==> src/rtl/vga_timing_ctrl.sv <==
// vga_timing_ctrl: frame-level VGA timing generator.
// A clock divider produces the pixel tick; a horizontal and a vertical
// segment FSM (ACT/FP/SYNC/BP) each track their own counter. Frames always
// complete once started; en_i is only honoured at frame boundaries.
module vga_timing_ctrl #(
  parameter int H_ACTIVE = 640,
  parameter int H_FP     = 16,
  parameter int H_SYNC   = 96,
  parameter int H_BP     = 48,
  parameter int V_ACTIVE = 480,
  parameter int V_FP     = 10,
  parameter int V_SYNC   = 2,
  parameter int V_BP     = 33,
  parameter int CLK_DIV  = 2
) (
  input  logic       clk_i,
  input  logic       rst_i,
  input  logic       en_i,
  output logic       tick_o,
  output logic       hsync_o,
  output logic       vsync_o,
  output logic       de_o,
  output logic [9:0] x_o,
  output logic [9:0] y_o,
  output logic       line_o,
  output logic       frame_o,
  output logic       busy_o
);

  // Both totals must fit the 10-bit counters (<= 1024).
  localparam int H_TOTAL = H_ACTIVE + H_FP + H_SYNC + H_BP;
  localparam int V_TOTAL = V_ACTIVE + V_FP + V_SYNC + V_BP;
  localparam int DIV_W   = (CLK_DIV > 1) ? $clog2(CLK_DIV) : 1;

  typedef enum logic {ST_IDLE, ST_RUN} run_e;
  typedef enum logic [1:0] {HS_ACT, HS_FP, HS_SYNC, HS_BP} h_seg_e;
  typedef enum logic [1:0] {VS_ACT, VS_FP, VS_SYNC, VS_BP} v_seg_e;

  run_e             st;
  h_seg_e           h_st, h_st_nx;
  v_seg_e           v_st, v_st_nx;
  logic [DIV_W-1:0] div;
  logic [9:0]       hcnt, vcnt, h_nx, v_nx;
  logic             first;
  logic             tick, eol, eof;

  function automatic int h_len(input h_seg_e s);
    case (s)
      HS_ACT:  return H_ACTIVE;
      HS_FP:   return H_FP;
      HS_SYNC: return H_SYNC;
      default: return H_BP;
    endcase
  endfunction

  function automatic int v_len(input v_seg_e s);
    case (s)
      VS_ACT:  return V_ACTIVE;
      VS_FP:   return V_FP;
      VS_SYNC: return V_SYNC;
      default: return V_BP;
    endcase
  endfunction

  // Next non-empty segment after s; zero-length segments are skipped.
  function automatic h_seg_e h_after(input h_seg_e s);
    h_seg_e n;
    logic   done;
    n    = s;
    done = 1'b0;
    for (int i = 0; i < 4; i++) begin
      if (!done) begin
        case (n)
          HS_ACT:  n = HS_FP;
          HS_FP:   n = HS_SYNC;
          HS_SYNC: n = HS_BP;
          default: n = HS_ACT;
        endcase
        done = (h_len(n) != 0);
      end
    end
    return n;
  endfunction

  function automatic v_seg_e v_after(input v_seg_e s);
    v_seg_e n;
    logic   done;
    n    = s;
    done = 1'b0;
    for (int i = 0; i < 4; i++) begin
      if (!done) begin
        case (n)
          VS_ACT:  n = VS_FP;
          VS_FP:   n = VS_SYNC;
          VS_SYNC: n = VS_BP;
          default: n = VS_ACT;
        endcase
        done = (v_len(n) != 0);
      end
    end
    return n;
  endfunction

  // Last count value belonging to each segment.
  function automatic logic [9:0] h_end(input h_seg_e s);
    case (s)
      HS_ACT:  return 10'(H_ACTIVE - 1);
      HS_FP:   return 10'(H_ACTIVE + H_FP - 1);
      HS_SYNC: return 10'(H_ACTIVE + H_FP + H_SYNC - 1);
      default: return 10'(H_TOTAL - 1);
    endcase
  endfunction

  function automatic logic [9:0] v_end(input v_seg_e s);
    case (s)
      VS_ACT:  return 10'(V_ACTIVE - 1);
      VS_FP:   return 10'(V_ACTIVE + V_FP - 1);
      VS_SYNC: return 10'(V_ACTIVE + V_FP + V_SYNC - 1);
      default: return 10'(V_TOTAL - 1);
    endcase
  endfunction

  assign x_o    = hcnt;
  assign y_o    = vcnt;
  assign busy_o = (st == ST_RUN);

  // Next pixel position and segment states; the first tick of a run
  // presents (0,0) without advancing.
  always_comb begin
    tick    = (st == ST_RUN) && (div == DIV_W'(CLK_DIV - 1));
    eol     = (hcnt == 10'(H_TOTAL - 1));
    eof     = eol && (vcnt == 10'(V_TOTAL - 1));
    h_nx    = hcnt;
    v_nx    = vcnt;
    h_st_nx = h_st;
    v_st_nx = v_st;
    if (!first) begin
      h_nx = eol ? 10'd0 : hcnt + 10'd1;
      if (hcnt == h_end(h_st)) h_st_nx = h_after(h_st);
      if (eol) begin
        v_nx = eof ? 10'd0 : vcnt + 10'd1;
        if (vcnt == v_end(v_st)) v_st_nx = v_after(v_st);
      end
    end
  end

  // Run FSM, divider, counters and registered timing outputs.
  always_ff @(posedge clk_i or posedge rst_i) begin
    if (rst_i) begin
      st      <= ST_IDLE;
      div     <= '0;
      first   <= 1'b1;
      hcnt    <= '0;
      vcnt    <= '0;
      h_st    <= h_after(HS_BP);
      v_st    <= v_after(VS_BP);
      tick_o  <= 1'b0;
      hsync_o <= 1'b1;
      vsync_o <= 1'b1;
      de_o    <= 1'b0;
      line_o  <= 1'b0;
      frame_o <= 1'b0;
    end else if (st == ST_IDLE) begin
      div   <= '0;
      first <= 1'b1;
      if (en_i) st <= ST_RUN;
    end else begin
      div     <= tick ? '0 : div + DIV_W'(1);
      tick_o  <= 1'b0;
      line_o  <= 1'b0;
      frame_o <= 1'b0;
      if (tick) begin
        if (eof && !first && !en_i) begin
          // Frame finished with no run request: park in IDLE.
          st      <= ST_IDLE;
          first   <= 1'b1;
          hcnt    <= '0;
          vcnt    <= '0;
          h_st    <= h_after(HS_BP);
          v_st    <= v_after(VS_BP);
          hsync_o <= 1'b1;
          vsync_o <= 1'b1;
          de_o    <= 1'b0;
        end else begin
          first   <= 1'b0;
          tick_o  <= 1'b1;
          hcnt    <= h_nx;
          vcnt    <= v_nx;
          h_st    <= h_st_nx;
          v_st    <= v_st_nx;
          hsync_o <= (h_st_nx != HS_SYNC);
          vsync_o <= (v_st_nx != VS_SYNC);
          de_o    <= (h_st_nx == HS_ACT) && (v_st_nx == VS_ACT);
          line_o  <= (h_nx == 10'd0);
          frame_o <= (h_nx == 10'd0) && (v_nx == 10'd0);
        end
      end
    end
  end

endmodule

==> config.mk <==
export PLATFORM = sky130hd
export DESIGN_NAME = vga_timing_ctrl
export DESIGN_NICKNAME = d
export VERILOG_FILES = /design/src/rtl/vga_timing_ctrl.sv
export SDC_FILE = /design/constraint.sdc
export NUM_CORES = 1
export LEC_CHECK = 0
export ABC_CLOCK_PERIOD_IN_PS = 6200
export CORE_MARGIN = 4
export CORE_UTILIZATION = 60
export CTS_CLUSTER_SIZE = 40
export DETAILED_ROUTE_END_ITERATION = 8
export PLACE_DENSITY = 0.9
export SETUP_SLACK_MARGIN = 0.5
export SYNTH_ARGS = -nofsm -noshare
export SYNTH_HDL_FRONTEND = slang
export SYNTH_SLANG_ARGS = --single-unit
==> constraint.sdc <==
create_clock -name clk_i -period 6.2 [get_ports clk_i]
set_input_delay 1.86 -clock clk_i [delete_from_list [all_inputs] [get_ports clk_i]]
set_output_delay 1.86 -clock clk_i [all_outputs]
set_load 0.01 [all_outputs]
==> metrics.txt <==
outcome=complete, no violations; slowest CP cell=clkdlybuf4s50_1; vias in the first global route=2050; Port Buf Inserts=29; Synth Cell Area=2270 µm²; post-synthesis compound-gate area fraction=19.6%; r2r setup slk=3.03 ns; DP HPWL=3880 µm; initial core utilization=62.1%; Die ar.=4840 µm²; CTS root buffer=clkbuf_8; grt ovf=0; Post-CTS Setup Inserts=0; post-synthesis adder-cell area fraction=4.95%; Peak Freq=294 MHz; Max FO, Critical Path=13; CTS HTree Levels=2; final antenna-violating net count=0; Final Skew=0.00404 ns; Worst-path clk slew=0.07 ns; CP cell instances=clkdlybuf4s50_1; Layout Nets=301; post-synthesis mux area share=1.87%; CP Buf/Inv Count=1; main combinational cell family by area after synthesis=simple AND/OR/NAND/NOR gates; PD cells=271 nW/µm²; crit path DAT=1.54 ns; max_slew headroom=15.2%; core area=3660 µm²; syn avg cell area=8.52 µm²; Finished Cell Area=2680 µm²; DRT iter0 DRCs=242; setup TNS=0 ns; row count=22; Post-synth top cells=o21ai_0, dfrtp_1, nand2_1; Overall Power=726 µW; largest net degree at the start of global routing=34; RSZ-0062 raised after global routing=no; WP data required=4.34 ns; max_cap viols=0; most common cell in the netlist=o21ai_0; area delta synth->final=17.7%; Final min period=3.40 ns; dominant cells by area after synthesis=dfrtp_1, o21ai_0, ha_1; clk_lat worst skew=0.29 ns; Crit Path Category=reg2out; cts hold-fix bufs=0; CTS max path bufs=2; Yosys reg bits=33; Largest stage delay, worst path=0.65 ns; first-pass GRT wire length=9420 µm; drt pass-1 iters=5; Async S/R FF share, synth=100%; Leak=0.00105 µW; final setup vio count=0; Hold Path Class=reg2reg; post_cts resized=0; # clock sinks=33; Peak VDD IR=0.242 mV; WL per Instance=16.4 µm; Worst-Margin Slew=1.26 ns; sequential element share of the synthesized area=36.5%; CTS tree=done; share of cells above drive strength 1=8.28%; GPL Wtd Cong=0.891; dpl cell area=2560 µm²; crit-path leading delay family=buffers and inverters; drt total wl=5560 µm; startpoint types=flop; post-synth net total=279; critical path endpoint category=output port; cell count after synthesis=267; total CTS buffers=5; Fin. Hold Viols=0; DRC viols=0; top-area cell type share of the netlist area=33.0%; initial antenna violation count=0; xor/xnor share of the synthesized area=5.39%; synth warn=0; Final Cycle Share=54.8%; Post-synth EDFFs=0; antenna cell count=0; Yosys top cell by area=dfrtp_1; GRT Overall Usage=23.5%; Die Span Y=69.6 µm; post-synthesis cell type count=56; fin. max-slew vios=0; DR vias/cell=6.51; top-level port count=30; DR vias=2201; die width=69.6 µm; ys flop type=dfrtp_1; post-synthesis simple-gate area fraction=26.5%
## final cells by class
cell class	count	area, µm²
Multi-Input combinational cell	207	1330
Fill cell	279	985
Clock inverter	1	30.0
Inverter	12	45.0
Tap cell	48	60.1
Sequential cell	33	830
Clock buffer	7	86.3
Timing Repair Buffer	30	298
## stage by stage
| stage | instances | setup WS, ns | hold slack [ns] | utilization [%] |
|---|---|---|---|---|
| after detailed placement | 330 | 2.62 | 0.489 | 69.9 |
| after floorplan | 267 | 3.42 | 0.476 | - |
| after CTS | 338 | 2.82 | 0.510 | 73.1 |
| after global placement | 330 | 2.70 | 0.486 | 69.9 |
| final | 338 | 2.80 | 0.508 | 73.1 |
| after global routing | 338 | 2.74 | 0.530 | 73.1 |
## logic make-up (layout without fill, tap and decap cells)
family                   Yosys count  count (layout)
flip-flops                        33              33
XOR/XNOR                          14              14
buffers and inverters             27              50
adder cells (fa/ha/maj)            9               9
multiplexers                       4               4
AO/OA/AOI/OAI                     64              64
AND/OR/NAND/NOR                  116             116
## placed cells by master (no fill, tap or decap), types with 7 or more instances in the layout
cell	synthesis	layout
a21oi_1	7	7
clkdlybuf4s50_1	0	29
dfrtp_1	30	30
ha_1	9	9
inv_1	12	12
nand2_1	30	30
nand3_1	17	17
nor2_1	23	23
nor3_1	12	12
o21ai_0	31	31
xnor2_1	7	7
xor2_1	7	7
## registers in the layout (all words and copies together), names as in the netlist
register  cells
div           1
first         1
line_o        1
hsync_o       1
v_st          2
vsync_o       1
x_o          10
frame_o       1
tick_o        1
h_st          2
busy_o        1
y_o          10
de_o          1
## per-layer routing
metal	wire [µm]	vias up	track usage [%]
met2	2570	110	36.7
met4	123	0	8.68
met1	2440	1058	31.4
met3	419	19	6.23
met5	0	-	0
li1	-	1014	-
## power breakdown
part	internal, µW	switching, µW	leakage, µW
clock	131	82.1	0.0000585
sequential	244	58.2	0.000428
combinational	107	103	0.000562
## worst paths after layout
check                        from  cells past startpoint  endpoint
max                        x_o[4]                      1    x_o[4]
min                          de_o                      1      de_o
max reg2reg                x_o[4]                      6   frame_o
min reg2reg                  de_o                      1      de_o
max in group asynchronous   rst_i                      3     first
min in group asynchronous   rst_i                      3    y_o[4]
Power figures use the tool's default switching activity.
